--- config.mk ---
export PLATFORM = sky130hd
export DESIGN_NAME = dl11_console
export DESIGN_NICKNAME = d
export VERILOG_FILES = /design/src/rtl/dl11_console.sv
export SDC_FILE = /design/constraint.sdc
export NUM_CORES = 1
export LEC_CHECK = 0
export BUFFER_PORTS_ARGS = -buffer_cell sky130_fd_sc_hd__buf_4
export CAP_MARGIN = 20
export CORE_UTILIZATION = 40
export DETAILED_ROUTE_END_ITERATION = 8
export PLACE_DENSITY = 0.73
export SYNTH_ARGS = -nofsm -noshare
export SYNTH_HDL_FRONTEND = slang
export SYNTH_SLANG_ARGS = --single-unit
--- constraint.sdc ---
create_clock -name clk -period 3.45 [get_ports clk]
set_clock_uncertainty 0.1 [all_clocks]
set_input_delay 0.1725 -clock clk [delete_from_list [all_inputs] [get_ports clk]]
set_output_delay 0.1725 -clock clk [all_outputs]
set_load 0.005 [all_outputs]
--- src/rtl/dl11_console.sv ---
// DL11-compatible console registers (RCSR/RBUF/XCSR/XBUF) fronting the async uart block.
// Define DL11_INTR_EN to generate rx/tx interrupt requests; otherwise both are tied low.
module dl11_console #(
  parameter logic [12:0] BASE = 13'o17560
) (
  input  logic        clk,
  input  logic        reset,
  input  logic [12:0] iopage_addr,
  input  logic [15:0] data_in,
  output logic [15:0] data_out,
  input  logic        iopage_rd,
  input  logic        iopage_wr,
  input  logic        iopage_byte_op,
  output logic        decode,
  output logic        ld_tx_data,
  output logic [7:0]  tx_data,
  input  logic        tx_empty,
  output logic        uld_rx_data,
  input  logic [7:0]  rx_data,
  input  logic        rx_empty,
  output logic        tx_enable,
  output logic        rx_enable,
  output logic        rx_int_req,
  output logic        tx_int_req,
  input  logic        rx_int_ack,
  input  logic        tx_int_ack
);

  localparam logic [1:0] T_IDLE = 2'd0;
  localparam logic [1:0] T_LOAD = 2'd1;
  localparam logic [1:0] T_BUSY = 2'd2;

  localparam logic [1:0] R_IDLE = 2'd0;
  localparam logic [1:0] R_UNLD = 2'd1;
  localparam logic [1:0] R_CAP  = 2'd2;

  logic [1:0] offset;
  logic       wr_hit;
  logic       xbuf_wr;
  logic       rbuf_rd;
  logic       ready;
  logic       tx_e_m, tx_e_s;
  logic       rx_e_m, rx_e_s;
  logic [1:0] tx_state, tx_state_d;
  logic [1:0] rx_state, rx_state_d;
  logic       rx_ie, tx_ie;
  logic       done, ovr;
  logic [7:0] rbuf;
  logic       enable;
  logic       unused_data;

  assign decode      = (iopage_addr[12:3] == BASE[12:3]);
  assign offset      = iopage_addr[2:1];
  // High-byte writes are dropped; a low-byte write acts as a word write of that byte.
  assign wr_hit      = iopage_wr & decode & ~(iopage_byte_op & iopage_addr[0]);
  assign xbuf_wr     = wr_hit & (offset == 2'd3);
  assign rbuf_rd     = iopage_rd & decode & (offset == 2'd1);
  assign ready       = (tx_state == T_IDLE);
  assign ld_tx_data  = (tx_state == T_LOAD);
  assign uld_rx_data = (rx_state == R_UNLD);
  assign tx_enable   = enable;
  assign rx_enable   = enable;
  assign unused_data = ^data_in[15:8];

  // Two-flop synchronizers; idle (empty) is the safe reset value.
  always_ff @(posedge clk or posedge reset) begin
    if (reset) begin
      tx_e_m <= 1'b1;
      tx_e_s <= 1'b1;
      rx_e_m <= 1'b1;
      rx_e_s <= 1'b1;
    end else begin
      tx_e_m <= tx_empty;
      tx_e_s <= tx_e_m;
      rx_e_m <= rx_empty;
      rx_e_s <= rx_e_m;
    end
  end

  always_comb begin
    tx_state_d = tx_state;
    case (tx_state)
      T_IDLE:  if (xbuf_wr) tx_state_d = T_LOAD;
      T_LOAD:  if (!tx_e_s) tx_state_d = T_BUSY;
      T_BUSY:  if (tx_e_s) tx_state_d = T_IDLE;
      default: tx_state_d = T_IDLE;
    endcase
  end

  always_comb begin
    rx_state_d = rx_state;
    case (rx_state)
      R_IDLE:  if (!rx_e_s) rx_state_d = R_UNLD;
      R_UNLD:  if (rx_e_s) rx_state_d = R_CAP;
      R_CAP:   rx_state_d = R_IDLE;
      default: rx_state_d = R_IDLE;
    endcase
  end

  always_ff @(posedge clk or posedge reset) begin
    if (reset) begin
      tx_state <= T_IDLE;
      rx_state <= R_IDLE;
      tx_data  <= 8'h00;
      rx_ie    <= 1'b0;
      tx_ie    <= 1'b0;
      done     <= 1'b0;
      ovr      <= 1'b0;
      rbuf     <= 8'h00;
      enable   <= 1'b0;
    end else begin
      tx_state <= tx_state_d;
      rx_state <= rx_state_d;
      enable   <= 1'b1;
      if (xbuf_wr && ready) tx_data <= data_in[7:0];
      if (wr_hit && offset == 2'd0) rx_ie <= data_in[6];
      if (wr_hit && offset == 2'd2) tx_ie <= data_in[6];
      // Capture beats a coincident RBUF read so the new byte is never lost.
      if (rx_state == R_CAP) begin
        rbuf <= rx_data;
        done <= 1'b1;
        if (done) ovr <= 1'b1;
      end else if (rbuf_rd) begin
        done <= 1'b0;
        ovr  <= 1'b0;
      end
    end
  end

  always_comb begin
    data_out = 16'h0000;
    if (decode && !reset) begin
      case (offset)
        2'd0:    data_out[7:6] = {done, rx_ie};
        2'd1:    data_out = {ovr, ovr, 6'b000000, rbuf};
        2'd2:    data_out[7:6] = {ready, tx_ie};
        default: data_out = 16'h0000;
      endcase
    end
  end

`ifdef DL11_INTR_EN
  logic rx_cond, tx_cond;
  logic rx_cond_q, tx_cond_q;

  assign rx_cond = rx_ie & done;
  assign tx_cond = tx_ie & ready;

  always_ff @(posedge clk or posedge reset) begin
    if (reset) begin
      rx_cond_q  <= 1'b0;
      tx_cond_q  <= 1'b0;
      rx_int_req <= 1'b0;
      tx_int_req <= 1'b0;
    end else begin
      rx_cond_q  <= rx_cond;
      tx_cond_q  <= tx_cond;
      rx_int_req <= (rx_cond & ~rx_cond_q) | (rx_int_req & rx_cond & ~rx_int_ack);
      tx_int_req <= (tx_cond & ~tx_cond_q) | (tx_int_req & tx_cond & ~tx_int_ack);
    end
  end
`else
  logic unused_ack;

  assign unused_ack = rx_int_ack | tx_int_ack;
  assign rx_int_req = 1'b0;
  assign tx_int_req = 1'b0;
`endif

endmodule

==> results of run 1 <==
Yosys cell counts:
master / number
sky130_fd_sc_hd__a21bo_1: 1
sky130_fd_sc_hd__a21bo_2: 1
sky130_fd_sc_hd__a21o_1: 1
sky130_fd_sc_hd__a21oi_1: 1
sky130_fd_sc_hd__a2bb2oi_1: 1
sky130_fd_sc_hd__and2_1: 8
sky130_fd_sc_hd__buf_2: 2
sky130_fd_sc_hd__buf_4: 10
sky130_fd_sc_hd__conb_1: 2
sky130_fd_sc_hd__dfrtp_1: 25
sky130_fd_sc_hd__dfstp_2: 4
sky130_fd_sc_hd__inv_1: 1
sky130_fd_sc_hd__inv_2: 1
sky130_fd_sc_hd__mux2_1: 4
sky130_fd_sc_hd__mux2_2: 6
sky130_fd_sc_hd__mux2_4: 8
sky130_fd_sc_hd__mux2i_1: 2
sky130_fd_sc_hd__nand2_1: 3
sky130_fd_sc_hd__nand2_2: 1
sky130_fd_sc_hd__nand2_4: 1
sky130_fd_sc_hd__nand3_1: 2
sky130_fd_sc_hd__nand4b_1: 1
sky130_fd_sc_hd__nand4b_4: 1
sky130_fd_sc_hd__nor2_1: 5
sky130_fd_sc_hd__nor2b_1: 4
sky130_fd_sc_hd__nor3_1: 2
sky130_fd_sc_hd__nor3_2: 1
sky130_fd_sc_hd__nor3b_4: 1
sky130_fd_sc_hd__nor4_4: 2
sky130_fd_sc_hd__o21ai_0: 1
sky130_fd_sc_hd__or3_4: 1
sky130_fd_sc_hd__xnor2_1: 1
cells in the final DEF (no fill, tap or decap), types with 3 or more instances in the layout:
cell	instances
sky130_fd_sc_hd__dfstp_2	4
sky130_fd_sc_hd__nor2b_1	4
sky130_fd_sc_hd__dfrtp_1	25
sky130_fd_sc_hd__nand2_1	3
sky130_fd_sc_hd__mux2_1	4
sky130_fd_sc_hd__conb_1	9
sky130_fd_sc_hd__mux2_4	8
sky130_fd_sc_hd__mux2_2	6
sky130_fd_sc_hd__clkbuf_4	5
sky130_fd_sc_hd__buf_4	58
sky130_fd_sc_hd__dlygate4sd3_1	19
sky130_fd_sc_hd__nor2_1	5
sky130_fd_sc_hd__and2_1	8
through the flow:
stage | instances | setup WS (ns) | total power, W | util [%] | hold slack (ns)
after detailed placement | 204 | 1.67 | 0.000479 | 54.9 | 0.182
after global routing | 232 | 1.58 | 0.000823 | 63.6 | 0.0730
final | 232 | 1.69 | 0.000777 | 63.6 | 0.0908
after floorplan | 112 | 1.91 | 0.000438 | - | 0.0770
after global placement | 204 | 1.73 | 0.000472 | 54.9 | 0.181
after CTS | 230 | 1.66 | 0.000784 | 62.8 | 0.0650
cells by family (layout without fill, tap and decap cells):
kind of cell,count (synthesis),after routing
other,2,9
flip-flops,29,29
AO/OA/AOI/OAI,6,6
AND/OR/NAND/NOR,33,33
buffers and inverters,14,88
multiplexers,20,20
XOR/XNOR,1,1
routing by layer:
layer | track usage, % | vias up | wire length, um
met2 | 31.1 | 56 | 1590
met4 | 7.47 | 0 | 34
met3 | 8.82 | 4 | 258
met1 | 18.8 | 489 | 1100
met5 | 0 | - | 0
li1 | - | 495 | -
worst reg2reg max path, cell delays in order (launching register included):
cell and delay (ns):
sky130_fd_sc_hd__dfrtp_1 0.36, sky130_fd_sc_hd__nor2b_1 0.62, sky130_fd_sc_hd__mux2_2 0.42
sequential cells by signal (all words and copies together), names as in the netlist, 2 cells and up:
| name | flops |
|---|---|
| rbuf | 8 |
| tx_data | 8 |
| rx_state | 2 |
| tx_state | 2 |
power groups by stage:
stage                     sequential, W  combinational, W  clock [W]
after CTS                      0.000385          0.000104   0.000295
after detailed placement       0.000391         0.0000874          0
after global placement         0.000389         0.0000833          0
after global routing           0.000388          0.000118   0.000317
after floorplan                0.000386         0.0000518          0
final                          0.000384          0.000105   0.000287
timing repair:
item | 4_1_cts | 5_1_grt
hold endpoints to repair | 20 | 11
hold buffers | 18 | 1
resized for setup | 0 | 0
final cells by class:
class | count | share of cell area [%]
Multi-Input combinational cell | 69 | 28.3
Clock inverter | 1 | 1.42
Tap cell | 46 | 2.71
Sequential cell | 29 | 34.5
Inverter | 2 | 0.354
Timing Repair Buffer | 78 | 30.2
Clock buffer | 7 | 2.60
how the worst max path moves through the flow:
| stage | depth (start not counted) | start | slack [ns] | end |
|---|---|---|---|---|
| 3_5_place_dp | 6 | iopage_addr[3] | 1.67 | data_out[14] |
| 5_1_grt | 6 | iopage_addr[3] | 1.58 | data_out[15] |
| 4_1_cts | 6 | iopage_addr[3] | 1.66 | data_out[14] |
| 6_report | 6 | iopage_addr[3] | 1.69 | data_out[14] |
| 2_1_floorplan | 5 | iopage_addr[7] | 1.91 | data_out[15] |
| 3_3_place_gp | 6 | iopage_addr[7] | 1.73 | data_out[15] |
==> results.json, run 1 <==
{
  "outcome": "completed",
  "slew_headroom_pct": 49.4,
  "cellInternalPower_w": 0.000612,
  "grt_pass1_vias": 1043,
  "worst-setup-path-type": "input port to output pin",
  "worst_path_dominant_cell_family": "simple AND/OR/NAND/NOR gates",
  "num-fill-cells": 270,
  "transition_at_the_pin_with_the_smallest_max_transition_slack_ns": 0.758,
  "syn-instance-count": 105,
  "crit_path_max_fanout": 7,
  "startpoint_type": "input port",
  "critPathBufInv": 2,
  "areaGrowthSynthToFinish_pct": 51.9,
  "max_freq_mhz": 568,
  "antenna_violating_nets_post_route": 0,
  "grt_start_max_net_pins": 30,
  "crit-reg2reg-launch": "rx_state[1]",
  "synth.cell_area_mm2": 0.00140,
  "vias_per_cell": 4.50,
  "coreArea_mm2": 0.00334,
  "place_congestion": 0.732,
  "detailed_placer_s_ending_hpwl_mm": 2.03,
  "worstRegToRegCells": 2,
  "synth.lib_cells_used.distinct": 32,
  "design.die.area_mm2": 0.00373,
  "placed_area_mm2": 0.00183,
  "power.ir.vdd_worst_mv": 0.234,
  "cts.sink_count": 29,
  "synth_xor_area_share_pct": 0.627,
  "grt_first_pass_wirelength_mm": 4.56,
  "synth_top_family_by_area": "simple AND/OR/NAND/NOR gates",
  "worstSkewPairLatency_ns": 0.32,
  "timing_max_transition_violations_final": 0,
  "global_route.usage.total_pct": 18.0,
  "comb_power_share_pct": 13.6,
  "critical_path.max_stage_delay_ns": 0.42,
  "final_layout_size_suffix_gt1_share_pct": 50.5,
  "timing.hold.worst.class": "input port to flip-flop",
  "power_switching_w": 0.000164,
  "seqCellArea_um2": 731,
  "fin_crit_sh_pct": 51.1,
  "cts_tree": "built",
  "post_synth_main_area_contributors": "sky130_fd_sc_hd__dfrtp_1 (45%), sky130_fd_sc_hd__mux2_4 (8.6%), sky130_fd_sc_hd__dfstp_2 (7.5%), sky130_fd_sc_hd__buf_4 (5.4%), sky130_fd_sc_hd__mux2_2 (4.8%)",
  "placement_row_count": 21,
  "critical_path.cell_chain": "buf_4 > nand4b_1 > or3_4 > nor3b_4 > and2_1 > buf_4",
  "antenna-diode-count": 0,
  "synth-compound-area-share_pct": 3.32,
  "finalWirelength_mm": 2.98,
  "synth.ff_latch_count": 29,
  "crit_path_frequent_cell": "sky130_fd_sc_hd__buf_4",
  "final.min_clock_period_ns": 1.76,
  "setup_total_negative_slack_ns": 0,
  "clock_power_share_pct": 37.0,
  "combined_area_of_the_multi_input_logic_cells_um2": 599,
  "htreeDepth": 2,
  "post_synth_and_or_nand_nor_area_fraction_pct": 18.5,
  "antenna_found_initial": 0,
  "holdPathStages": 3,
  "hold_end": "ovr",
  "worst-endpoint-required_ns": 3.18,
  "netSwitchingFraction_pct": 21.1,
  "detail_route.wl_per_cell_um": 12.8,
  "rsz0062_at_grt": "false",
  "i_o_pin_cnt": 77,
  "hold_path.startpoint": "iopage_rd",
  "power_density_mw_per_mm2": 366,
  "yosysTopAreaCellShare_pct": 44.8,
  "max_cap_violations": 0,
  "synthesis.yosys.warnings": 0,
  "critPathSlowestCell": "sky130_fd_sc_hd__or3_4",
  "grt_total_ovfl": 0,
  "crit_path_end_kind": "output pin",
  "synthMuxAreaShare_pct": 18.1,
  "ctsRootBufferMaster": "sky130_fd_sc_hd__clkbuf_4",
  "cts_inserted_buffers": 5,
  "final_hold_violation_count": 0,
  "start_util_pct": 41.8,
  "die_height_um": 61.1,
  "synthAdderAreaFrac_pct": 0,
  "rrSetupSlack_ns": 1.84,
  "finalNetCount": 231,
  "max-clock-path-buffers": 2,
  "postSynthAreaPerCell_um2": 13.3,
  "post_cts_buffers": 0,
  "leakage_nw": 1.08,
  "dieWidth_um": 61.1,
  "netlist.top_cell.by_area": "sky130_fd_sc_hd__dfrtp_1",
  "p_seq_share_pct": 49.5,
  "clk_pin_slew_worst_paths_ns": 0.09,
  "cp.arrival_ns": 1.49,
  "drt-pass1-iter-count": 4,
  "critical_path.reg2reg.endpoint": "rbuf[4]",
  "finalInstanceArea_mm2": 0.00212,
  "ys_seq_area_share_pct": 52.3,
  "setup_viol": 0,
  "dr.first_iter.drc_count": 16,
  "portBuffers": 58,
  "route.detailed.drc": 0,
  "vias": 1044
}
(Power assumes the default switching activity.)
==> run 2, diff against run 1 <==
==> constraint.sdc (replaced) <==
create_clock -name clk -period 1.8 [get_ports clk]
set_clock_uncertainty 0.1 [all_clocks]
set_input_delay 0.09 -clock clk [delete_from_list [all_inputs] [get_ports clk]]
set_output_delay 0.09 -clock clk [all_outputs]
set_load 0.005 [all_outputs]
==> run 2 against run 1 <==
Against the previous run:
- largest power group unchanged
- die area unchanged
- routed wire length about the same
- sequential share of layout area increased by 0.33 points
- first-iteration DRC count unchanged
- non-clock buffer count increased by 2
- clock power increased by 30%
- cell count increased by 0.86%
- worst setup slack got worse by 1.5 ns
- cell area decreased by 0.94%
- largest cell class unchanged
==> results.json, run 2 (synthesized netlist as in run 1, its figures left out) <==
{
  "coreArea_mm2": 0.00334,
  "final_layout_size_suffix_gt1_share_pct": 51.1,
  "grt_pass1_vias": 1091,
  "grt_total_ovfl": 0,
  "max_freq_mhz": 628,
  "die_height_um": 61.1,
  "antenna_violating_nets_post_route": 0,
  "final_hold_violation_count": 0,
  "reg.largest.list": "rbuf x8, tx_data x8",
  "final.min_clock_period_ns": 1.59,
  "leakage_nw": 1.07,
  "detailed_placer_s_ending_hpwl_mm": 2.04,
  "crit-reg2reg-launch": "tx_state[1]",
  "worst-endpoint-required_ns": 1.61,
  "grt_first_pass_wirelength_mm": 4.64,
  "cts.sink_count": 29,
  "cp.arrival_ns": 1.40,
  "setup_viol": 0,
  "power_density_mw_per_mm2": 627,
  "dieWidth_um": 61.1,
  "outcome": "completed",
  "design.die.area_mm2": 0.00373,
  "ctsRootBufferMaster": "sky130_fd_sc_hd__clkbuf_4",
  "worstSetupStartpoint": "iopage_addr[3]",
  "vias_per_cell": 4.59,
  "finalNetCount": 233,
  "cts_repair_resize_count": 0,
  "post_cts_buffers": 0,
  "finalWirelength_mm": 2.98,
  "route.detailed.drc": 0,
  "i_o_pin_cnt": 77,
  "max-clock-path-buffers": 2,
  "seqCellArea_um2": 731,
  "startpoint_type": "input port",
  "layout_common_cells": "sky130_fd_sc_hd__buf_4 (60), sky130_fd_sc_hd__dfrtp_1 (25), sky130_fd_sc_hd__dlygate4sd3_1 (20)",
  "power.ir.vdd_worst_mv": 0.508,
  "mostFrequentLayoutCell": "sky130_fd_sc_hd__buf_4",
  "start_util_pct": 41.8,
  "vias": 1074,
  "place_congestion": 0.732,
  "fin_crit_sh_pct": 88.4,
  "htreeDepth": 2,
  "crit_path_max_fanout": 7,
  "hold_path.startpoint": "iopage_addr[2]",
  "placement_row_count": 21,
  "clk_pin_slew_worst_paths_ns": 0.08,
  "portBuffers": 58,
  "setup_total_negative_slack_ns": 0,
  "worst-setup-path-type": "input port to output pin",
  "num-fill-cells": 279,
  "worstSkewPairLatency_ns": 0.33,
  "cts_inserted_buffers": 5,
  "antenna-diode-count": 0,
  "combined_area_of_the_multi_input_logic_cells_um2": 599,
  "cts_tree": "built",
  "drt-pass1-iter-count": 3,
  "grt_start_max_net_pins": 30,
  "timing.hold.worst.class": "input port to flip-flop",
  "global_route.usage.total_pct": 17.8,
  "placed_area_mm2": 0.00185,
  "dr.first_iter.drc_count": 16,
  "detail_route.wl_per_cell_um": 12.7,
  "timing_max_transition_violations_final": 0,
  "areaGrowthSynthToFinish_pct": 50.4,
  "rsz0062_at_grt": "false",
  "max_cap_violations": 0,
  "crit_path_end_kind": "output pin",
  "antenna_found_initial": 0,
  "finalInstanceArea_mm2": 0.00210
}
==> run 2: cell count changes in the layout (fill, tap and decap cells not counted) <==
cell,previous run,this run
sky130_fd_sc_hd__dlygate4sd3_1,19,20
sky130_fd_sc_hd__bufinv_16,1,0
sky130_fd_sc_hd__clkinv_2,0,2
sky130_fd_sc_hd__clkbuf_8,1,0
sky130_fd_sc_hd__buf_4,58,60
sky130_fd_sc_hd__clkinvlp_4,0,1
sky130_fd_sc_hd__buf_8,1,0
sky130_fd_sc_hd__clkbuf_1,1,0
==> run 2: worst paths after layout <==
check / slack, ns / cells past startpoint / to
worst max-delay path: 0.21 / 6 / data_out[2]
worst min-delay path: 0.06 / 3 / tx_ie
worst max register to register: 0.29 / 3 / tx_data[0]
worst min register to register: 0.26 / 0 / rx_e_s
max in group asynchronous: 0.97 / 4 / tx_e_s
min in group asynchronous: 0.31 / 4 / rx_state[0]
==> run 2: report_power, final <==
part           switching (W)  leakage, nW  internal [W]
clock network       0.000227       0.0310      0.000147
registers          0.0000272        0.359      0.000711
logic              0.0000716        0.685      0.000133
==> run 2: metal layers <==
layer	track usage, %	vias to the layer above	wire (um)
met5	0	-	0
met1	19.8	514	1100
met4	8.77	0	42
li1	-	501	-
met2	31.1	54	1600
met3	5.46	5	240
==> run 2: critical path, cell delays in order <==
cell	delay, ns
sky130_fd_sc_hd__buf_4	0.11
sky130_fd_sc_hd__nand4b_1	0.21
sky130_fd_sc_hd__or3_4	0.42
sky130_fd_sc_hd__nor3b_4	0.27
sky130_fd_sc_hd__and2_1	0.19
sky130_fd_sc_hd__buf_4	0.11
==> run 2: stage by stage <==
| step | setup slack, ns | power (W) | utilization (%) | std cells | hold slack [ns] |
|---|---|---|---|---|---|
| floorplan | 0.384 | 0.000840 | - | 112 | -0.00552 |
| global placement | 0.247 | 0.000908 | 55.3 | 206 | 0.0986 |
| detailed placement | 0.208 | 0.000921 | 55.3 | 206 | 0.0995 |
| CTS | 0.198 | 0.00133 | 63.0 | 234 | 0.0521 |
| global route | 0.0963 | 0.00141 | 63.0 | 234 | 0.0491 |
| finish | 0.209 | 0.00132 | 63.0 | 234 | 0.0619 |
==> run 2: timing repair <==
item,CTS,global route
setup endpoints to repair,0,0
hold endpoints to repair,47,0
hold buffers,20,0
==> run 2: area by class of cell <==
cell class / instances / area share (%)
clock buffer: 5 / 1.79
clock inverter: 3 / 0.834
inverter: 2 / 0.357
multi-input combinational: 69 / 28.5
sequential: 29 / 34.8
tap: 46 / 2.74
timing repair buffer: 80 / 31.0
